### src/rtl/insn_encoder_loader.sv
// ---------------------------------------------------------------------------
// insn_encoder_loader
//
// Purpose:
//   Reverse of the processor's instruction decoder. It takes decoded
//   instruction descriptors (a type index plus register, immediate and target
//   fields) on a valid/ready stream. Each descriptor is packed into the
//   32-bit ISA word, and the word is written to consecutive instruction-memory
//   addresses starting at a programmed base. The boot/test loader uses this
//   block to build programs in imem without a pre-assembled image.
//
// Parameters:
//   ADDR_W      imem word-address width
//
// Ports:
//   clock       system clock, rising edge
//   reset       asynchronous, active-high reset
//   start       pulse while idle: latch start_addr and open a session
//   start_addr  first imem write address of the session
//   in_valid    descriptor valid
//   in_ready    block accepts a descriptor this cycle
//   in_last     descriptor is the final one of the session
//   in_type     instruction type index (0..18 legal)
//   in_rd/in_rs/in_rt/in_shamt  register and shift-amount fields
//   in_imm      I-type immediate
//   in_target   JI-type target
//   imem_we     imem write strobe (one cycle after acceptance)
//   imem_addr   registered write address (holds when idle)
//   imem_data   registered encoded word (holds when idle)
//   busy        high while accepting or draining
//   done        one-cycle pulse at the end of a session
//   err_type    sticky: an illegal type index was consumed
//   err_wrap    sticky: the session reached the top imem address
//   word_count  words written this session
// ---------------------------------------------------------------------------
module insn_encoder_loader #(
  parameter int ADDR_W = 12
) (
  input  logic              clock,
  input  logic              reset,
  input  logic              start,
  input  logic [ADDR_W-1:0] start_addr,
  input  logic              in_valid,
  output logic              in_ready,
  input  logic              in_last,
  input  logic [4:0]        in_type,
  input  logic [4:0]        in_rd,
  input  logic [4:0]        in_rs,
  input  logic [4:0]        in_rt,
  input  logic [4:0]        in_shamt,
  input  logic [16:0]       in_imm,
  input  logic [26:0]       in_target,
  output logic              imem_we,
  output logic [ADDR_W-1:0] imem_addr,
  output logic [31:0]       imem_data,
  output logic              busy,
  output logic              done,
  output logic              err_type,
  output logic              err_wrap,
  output logic [ADDR_W:0]   word_count
);

  // Type indices as they arrive on in_type.
  localparam logic [4:0] TY_ADD  = 5'd0;
  localparam logic [4:0] TY_ADDI = 5'd1;
  localparam logic [4:0] TY_SUB  = 5'd2;
  localparam logic [4:0] TY_AND  = 5'd3;
  localparam logic [4:0] TY_OR   = 5'd4;
  localparam logic [4:0] TY_SLL  = 5'd5;
  localparam logic [4:0] TY_SRA  = 5'd6;
  localparam logic [4:0] TY_MUL  = 5'd7;
  localparam logic [4:0] TY_DIV  = 5'd8;
  localparam logic [4:0] TY_SW   = 5'd9;
  localparam logic [4:0] TY_LW   = 5'd10;
  localparam logic [4:0] TY_J    = 5'd11;
  localparam logic [4:0] TY_BNE  = 5'd12;
  localparam logic [4:0] TY_JAL  = 5'd13;
  localparam logic [4:0] TY_JR   = 5'd14;
  localparam logic [4:0] TY_BLT  = 5'd15;
  localparam logic [4:0] TY_BEX  = 5'd16;
  localparam logic [4:0] TY_SETX = 5'd17;
  localparam logic [4:0] TY_NOP  = 5'd18;

  // Opcodes placed in bits [31:27] of the ISA word.
  localparam logic [4:0] OP_RTYPE = 5'b00000;
  localparam logic [4:0] OP_J     = 5'b00001;
  localparam logic [4:0] OP_BNE   = 5'b00010;
  localparam logic [4:0] OP_JAL   = 5'b00011;
  localparam logic [4:0] OP_JR    = 5'b00100;
  localparam logic [4:0] OP_ADDI  = 5'b00101;
  localparam logic [4:0] OP_BLT   = 5'b00110;
  localparam logic [4:0] OP_SW    = 5'b00111;
  localparam logic [4:0] OP_LW    = 5'b01000;
  localparam logic [4:0] OP_SETX  = 5'b10101;
  localparam logic [4:0] OP_BEX   = 5'b10110;

  // ALU operation codes placed in bits [6:2] of R-type words.
  localparam logic [4:0] ALU_ADD = 5'd0;
  localparam logic [4:0] ALU_SUB = 5'd1;
  localparam logic [4:0] ALU_AND = 5'd2;
  localparam logic [4:0] ALU_OR  = 5'd3;
  localparam logic [4:0] ALU_SLL = 5'd4;
  localparam logic [4:0] ALU_SRA = 5'd5;
  localparam logic [4:0] ALU_MUL = 5'd6;
  localparam logic [4:0] ALU_DIV = 5'd7;

  localparam logic [31:0] NOP_WORD = 32'h0000_0020;

  localparam logic [ADDR_W-1:0] ADDR_ONE  = {{(ADDR_W-1){1'b0}}, 1'b1};
  localparam logic [ADDR_W:0]   COUNT_ONE = {{ADDR_W{1'b0}}, 1'b1};

  typedef enum logic [1:0] {
    ST_IDLE   = 2'd0,
    ST_ACTIVE = 2'd1,
    ST_DRAIN  = 2'd2,
    ST_DONE   = 2'd3
  } loaderState_e;

  loaderState_e r_state;
  loaderState_e w_nextState;

  logic [ADDR_W-1:0] r_addrCount;
  logic              r_imemWe;
  logic [ADDR_W-1:0] r_imemAddr;
  logic [31:0]       r_imemData;
  logic              r_errType;
  logic              r_errWrap;
  logic [ADDR_W:0]   r_wordCount;

  logic        w_inReady;
  logic        w_accept;
  logic        w_addrTop;
  logic        w_typeValid;
  logic [31:0] w_encoded;

  assign w_accept  = in_valid & w_inReady;
  assign w_addrTop = &r_addrCount;

  // Pack the descriptor into the ISA word. Fields that a format does not use
  // stay zero. Only sll/sra carry the shift amount. A type index above the
  // nop code is flagged illegal, and its word is never written.
  always_comb begin
    w_typeValid = 1'b1;
    w_encoded   = 32'd0;
    case (in_type)
      TY_ADD:  w_encoded = {OP_RTYPE, in_rd, in_rs, in_rt, 5'd0, ALU_ADD, 2'b00};
      TY_SUB:  w_encoded = {OP_RTYPE, in_rd, in_rs, in_rt, 5'd0, ALU_SUB, 2'b00};
      TY_AND:  w_encoded = {OP_RTYPE, in_rd, in_rs, in_rt, 5'd0, ALU_AND, 2'b00};
      TY_OR:   w_encoded = {OP_RTYPE, in_rd, in_rs, in_rt, 5'd0, ALU_OR, 2'b00};
      TY_SLL:  w_encoded = {OP_RTYPE, in_rd, in_rs, in_rt, in_shamt, ALU_SLL, 2'b00};
      TY_SRA:  w_encoded = {OP_RTYPE, in_rd, in_rs, in_rt, in_shamt, ALU_SRA, 2'b00};
      TY_MUL:  w_encoded = {OP_RTYPE, in_rd, in_rs, in_rt, 5'd0, ALU_MUL, 2'b00};
      TY_DIV:  w_encoded = {OP_RTYPE, in_rd, in_rs, in_rt, 5'd0, ALU_DIV, 2'b00};
      TY_ADDI: w_encoded = {OP_ADDI, in_rd, in_rs, in_imm};
      TY_SW:   w_encoded = {OP_SW, in_rd, in_rs, in_imm};
      TY_LW:   w_encoded = {OP_LW, in_rd, in_rs, in_imm};
      TY_BNE:  w_encoded = {OP_BNE, in_rd, in_rs, in_imm};
      TY_BLT:  w_encoded = {OP_BLT, in_rd, in_rs, in_imm};
      TY_J:    w_encoded = {OP_J, in_target};
      TY_JAL:  w_encoded = {OP_JAL, in_target};
      TY_BEX:  w_encoded = {OP_BEX, in_target};
      TY_SETX: w_encoded = {OP_SETX, in_target};
      TY_JR:   w_encoded = {OP_JR, in_rd, 22'd0};
      TY_NOP:  w_encoded = NOP_WORD;
      default: w_typeValid = 1'b0;
    endcase
  end

  // Session state register.
  always_ff @(posedge clock or posedge reset) begin
    if (reset) begin
      r_state <= ST_IDLE;
    end else begin
      r_state <= w_nextState;
    end
  end

  // Next-state logic and the status outputs that depend only on the state.
  // A session drains after the last descriptor, or after the descriptor
  // taken at the top address, because no further address is available.
  // An illegal descriptor marked last still ends the session, but nothing
  // is written for it.
  always_comb begin
    w_nextState = r_state;
    w_inReady   = 1'b0;
    busy        = 1'b0;
    done        = 1'b0;
    case (r_state)
      ST_IDLE: begin
        if (start) begin
          w_nextState = ST_ACTIVE;
        end
      end
      ST_ACTIVE: begin
        w_inReady = 1'b1;
        busy      = 1'b1;
        if (in_valid && (in_last || w_addrTop)) begin
          w_nextState = ST_DRAIN;
        end
      end
      ST_DRAIN: begin
        busy        = 1'b1;
        w_nextState = ST_DONE;
      end
      ST_DONE: begin
        done        = 1'b1;
        w_nextState = ST_IDLE;
      end
      default: w_nextState = ST_IDLE;
    endcase
  end

  // Datapath. An accepted legal descriptor is registered as a write on the
  // next cycle and advances the address counter. At the top address the
  // counter holds and err_wrap is set instead. Start is seen only in IDLE,
  // so a stray start during a session cannot move the counter.
  always_ff @(posedge clock or posedge reset) begin
    if (reset) begin
      r_addrCount <= '0;
      r_imemWe    <= 1'b0;
      r_imemAddr  <= '0;
      r_imemData  <= '0;
      r_errType   <= 1'b0;
      r_errWrap   <= 1'b0;
      r_wordCount <= '0;
    end else begin
      r_imemWe <= 1'b0;
      if ((r_state == ST_IDLE) && start) begin
        r_addrCount <= start_addr;
        r_wordCount <= '0;
        r_errType   <= 1'b0;
        r_errWrap   <= 1'b0;
      end
      if (w_accept) begin
        if (w_typeValid) begin
          r_imemWe    <= 1'b1;
          r_imemAddr  <= r_addrCount;
          r_imemData  <= w_encoded;
          r_wordCount <= r_wordCount + COUNT_ONE;
          if (w_addrTop) begin
            r_errWrap <= 1'b1;
          end else begin
            r_addrCount <= r_addrCount + ADDR_ONE;
          end
        end else begin
          r_errType <= 1'b1;
        end
      end
    end
  end

  assign in_ready   = w_inReady;
  assign imem_we    = r_imemWe;
  assign imem_addr  = r_imemAddr;
  assign imem_data  = r_imemData;
  assign err_type   = r_errType;
  assign err_wrap   = r_errWrap;
  assign word_count = r_wordCount;

endmodule

### config.mk
export PLATFORM = sky130hd
export DESIGN_NAME = insn_encoder_loader
export DESIGN_NICKNAME = d
export VERILOG_FILES = /design/src/rtl/insn_encoder_loader.sv
export SDC_FILE = /design/constraint.sdc
export NUM_CORES = 1
export LEC_CHECK = 0
export ABC_AREA = 1
export CORE_MARGIN = 1
export CORE_UTILIZATION = 30
export DETAILED_ROUTE_END_ITERATION = 10
export GPL_ROUTABILITY_DRIVEN = 0
export GPL_TIMING_DRIVEN = 0
export PLACE_DENSITY = 0.66
export SYNTH_ARGS = -nofsm -noshare
export SYNTH_HDL_FRONTEND = slang
export SYNTH_SLANG_ARGS = --single-unit
### constraint.sdc
create_clock -name clock -period 3.3 [get_ports clock]
set_input_delay 0.825 -clock clock [delete_from_list [all_inputs] [get_ports clock]]
set_output_delay 0.825 -clock clock [all_outputs]
set_load 0.05 [all_outputs]
# Word-level counts from Yosys, hierarchy flattened
# Cells that the tools add are included.
# Widths: inputs -> output; s select.
# totals
elab_cells,68
output_inout_bits,63
reg_bits,74
in_bits,86
# op_classes
mux,24
eq_ne,23
add_sub_neg,2
reduce_logical,10
bitwise,1
# ops
cell,n
$pmux 32 s19,1
$mux 12,4
$eq 5x4->1 const B,8
$mux 13,3
$eq 5x3->1 const B,4
$reduce_or 19->1,1
$eq 5x5->1 const B,3
$add 13x1->13 const B,1
$mux 1,13
$add 12x1->12 const B,1
$reduce_and 12->1,1
$eq 5x2->1 const B,2
$pmux 2 s4,1
$eq 5x1->1 const B,1
$logic_not 5->1,1
$eq 2x2->1 const B,2
$mux 2,2
$ne 2x2->1 const B,2
$reduce_and 2->1,2
$eq 2x1->1 const B,1
$logic_and 1x1->1,2
$logic_not 2->1,1
$reduce_or 2->1,1
$and 1x1->1,1
$logic_or 1x1->1,1

# Depth between registers and ports, before layout
# depth
ltp_word,6
depth_mapped,13
ltp_nobuf,13

# Worst setup path before layout
# OpenSTA, ideal clock, no wires.
# synth_timing
path_kind,input port to flip-flop
start,input in_type[1]
end,register r_imemData[0] (netlist: imem_data[0])
setup_ns,0.118
stages,11
n_path_buf,3
required_time_ns,3.182
arrival_ns,2.072
setup_slack_ns,1.111
path_cell_list,buf_4 > nor2_1 > nand3_1 > o21ai_1 > nor2_2 > nand3_4 > nand2_2 > buf_6 > buf_4 > nand2_1 > nand2_1
# synth_via
elab_chain_len,4
elab_cells_between_ends,23
cone_classes,eq/ne (18); mux (2); reduce/logical (3)
# synth_rtl
element,line,rtl
"start, declared",46,"input logic [4:0] in_type,"
$eq 5x5->1 (tied with other cells),145,case (in_type)
$reduce_or 19->1 (no source line),n/a,
$mux 1,145,
$reduce_and 2->1 (no source line),n/a,
"end signal, assigned",238,r_imemData <= w_encoded;
"end, declared",125,logic [31:0] r_imemData;
# Parallel ways exist; a longest one is shown, timed or not.
# A chain may end at the register's enable or synchronous reset.

# Final worst setup path
# layout_timing
start,register r_state[0]
end,output busy
# layout_via
elab_chain_len,3
elab_cells_between_ends,4
cone_classes,eq/ne (2); mux (1); reduce/logical (1)
# layout_rtl
element,line,rtl
"start, declared",119,loaderState_e r_state;
"start signal, assigned",174,r_state <= w_nextState;
$eq 2x1->1 or $eq 2x2->1 (tied branches),188,case (r_state)
$reduce_or 2->1 (no source line) (*),n/a,
$mux 1 (*),188,
"end, declared",56,"output logic busy,"
# Mark *: on every way between the ends. The rest lies on a longest branch, timed or not.

==> impl_metrics.csv <==
group,metric,value,unit
clocking,cts_buffers,9,
routing,drtPass1Iterations,6,
grt,antenna_found_initial,0,
power_and_ir_drop,p_per_area,865,nW/um^2
die,core,13900,sq um
die,initial_core_util,0.308,
finish,mostFrequentLayoutCell,"nand2_1",
place,hpwl,9.71,mm
grt,use_met3,0.0482,
grt,grt_usage,0.186,
grt,grt_max_degree,64,
clocking,cts_buffer_depth,2,
die,die_area,14800,sq um
finish,layout.nets,872,
timing,setup_viol,0,
setup_path,crit_path_end_kind,"output pin",
clocking,clkSinkCount,74,
logic_synthesis,synth_top_area_cell,"dfrtp_1",
logic_synthesis,yosys_warnings,0,
grt,top_usage_layer,"met2",
timing,fin_crit_sh,0.832,
timing,period_minus_slack,2.75,ns
status,outcome,"completed",
setup_path,worstPathMaxFanout,4,
finish,layout-area-overhead-vs-synth,46.9,%
clocking,htree_levels,3,
setup_path,path_class,"reg2out",
finish,antenna_cells,0,
grt,overflow,0,
grt,met2_usage,0.305,
timing,grt_setup_unrepaired,"no",
routing,via_count,4418,
routing,drt_iter0_markers,250,
timing,tightest_slew,0.673,ns
logic_synthesis,yosys-top-cells-area,"dfrtp_1 (43%), nand2_1 (27%), nand3_1 (5.7%), o21ai_0 (4.1%), inv_1 (3.8%)",
place,dp.cells,948,
finish,layout_common_cells,"nand2_1 (305), clkdlybuf4s50_1 (147), dfrtp_1 (74)",
finish,multi_input_area,2130,sq um
logic_synthesis,ys_seq_elements,74,
clocking,clock_latency,0.33,ns
grt,first_global_vias,4274,
finish,regArea,1850,sq um
clocking,root_buffer,"clkbuf_16",
finish,drive_gt1_frac,0.0511,
clocking,clkTransAtPathRegs,0.06,ns
grt,grt_pass1_wl,21.2,mm
timing,max_freq,364,MHz
routing,wire_per_inst,13.3,um
logic_synthesis,yosys.cell_types.count,28,
logic_synthesis,syn_inst,620,
timing,clock-skew-final,0.00540,ns
timing,hold_ws,0.476,ns
clocking,cts_setup_buffers,0,
clocking,cts_tree,"done",
logic_synthesis,ys_seq_area_frac,0.431,
worst_hold_path,hp-class,"reg2reg",
finish,fin_util,0.453,
logic_synthesis,synth_top_area_frac,0.431,
setup_path,critPathRequiredTime,2.47,ns
timing,maxSlewViolCount,0,
place,port_buffers,147,
finish,fin_area,6310,sq um
logic_synthesis,synth_nets,713,
finish,fin_cells,963,
setup_path,start_kind,"register",
routing,vias_per_cell,4.59,
power_and_ir_drop,leakagePower,3.17,nW
timing,hold_viol_final,0,
timing,relSlewSlack,0.548,
job,cap_violations,0,
clocking,ctsHoldBuffers,0,
routing,antenna_left,0,
routing,finalWirelength,12.8,mm
die,io_pins,149,
routing,route.detailed.drc,0,
die,rows,43,
place,placed_cell_area,6020,sq um
logic_synthesis,postSynthAreaPerCell,6.92,sq um
die,die_w,122,um
grt,use_met1,0.237,
die,die_height,122,um
clocking,cts-resized-gates,0,
finish,fillers,1412,
power_and_ir_drop,ir_worst_vdd,0.324,mV
setup_path,worst_ep_arrival_time,1.92,ns
logic_synthesis,syn_area,4290,sq um
[power breakdown]
part	internal [mW]	total (mW)	leakage [nW]	switching [mW]
sequential	1.28	1.57	0.968	0.282
combinational	0.987	2.93	2.06	1.94
clock	0.600	0.960	0.142	0.361
total	2.87	5.45	3.17	2.59
[final timing paths]
check / from / endpoint / slack (ns) / depth (start not counted)
worst max register to register: r_addrCount[0] / r_addrCount[1] / 1.08 / 10
worst min register to register: imem_data[1] / imem_data[1] / 0.48 / 2
min in group asynchronous: reset / imem_data[26] / 0.75 / 2
worst max-delay path: r_state[0] / busy / 0.55 / 3
max in group asynchronous: reset / imem_addr[7] / 2.00 / 3
worst min-delay path: imem_data[1] / imem_data[1] / 0.48 / 2
[stage by stage]
step | TNS (ns) | power (mW) | setup slack [ns]
floorplan | 0 | 3.49 | 0.593
global route | 0 | 5.80 | 0.389
CTS | 0 | 5.51 | 0.535
detailed placement | 0 | 4.51 | 0.216
finish | 0 | 5.45 | 0.553
global placement | -56.23 | 4.48 | -0.768
[registers in the layout (all words and copies together) (netlist names)]
| register | flops |
|---|---|
| r_state | 2 |
| err_type | 1 |
| word_count | 13 |
| r_addrCount | 12 |
| imem_we | 1 |
| imem_data | 32 |
| err_wrap | 1 |
| imem_addr | 12 |
[cell usage after synthesis]
| cell | count |
|---|---|
| nor2_2 | 3 |
| xnor2_1 | 2 |
| buf_1 | 1 |
| a21o_1 | 1 |
| xor2_1 | 14 |
| clkinv_1 | 1 |
| buf_2 | 6 |
| or2_2 | 1 |
| nand4_1 | 12 |
| buf_4 | 6 |
| clkbuf_1 | 5 |
| nand2_1 | 305 |
| dfrtp_1 | 74 |
| inv_1 | 44 |
| nor3_1 | 5 |
| nand3_1 | 49 |
| nand3_4 | 1 |
| nand3b_1 | 2 |
| a31oi_1 | 2 |
| a21oi_1 | 1 |
| nor2_1 | 27 |
| buf_6 | 3 |
| inv_2 | 4 |
| o21ai_1 | 7 |
| a211oi_1 | 1 |
| nand2_2 | 1 |
| ha_1 | 7 |
| o21ai_0 | 35 |
[routing by layer]
layer	vias up	routed length [um]	share of wire
met2	145	5950	0.47
li1	2270	-	-
met3	17	878	0.069
met1	1986	5730	0.45
met5	-	0	0
met4	0	225	0.018
[logic make-up after synthesis]
group           Yosys count  share of synthesized area
xor+xnor                 16                     0.0326
compound gates           47                     0.0565
simple gates            406                      0.386
buf+inv                  70                     0.0734
flops                    74                      0.431
fa+ha+maj                 7                     0.0204
[final cells by class]
cell class / instances / area share
flip-flops and latches: 74 / 0.294
inverters: 49 / 0.0296
repair buffers: 148 / 0.238
plain buffers: 21 / 0.0208
multi-input cells: 476 / 0.337
clock inverters: 3 / 0.00635
well taps: 180 / 0.0357
clock buffers: 12 / 0.0391
[critical path: stages, from the launching register on]
cell and delay, ns:
dfrtp_1 0.39, inv_1 0.10, ha_1 0.30, clkdlybuf4s50_1 0.80
(Power assumes the default switching activity.)
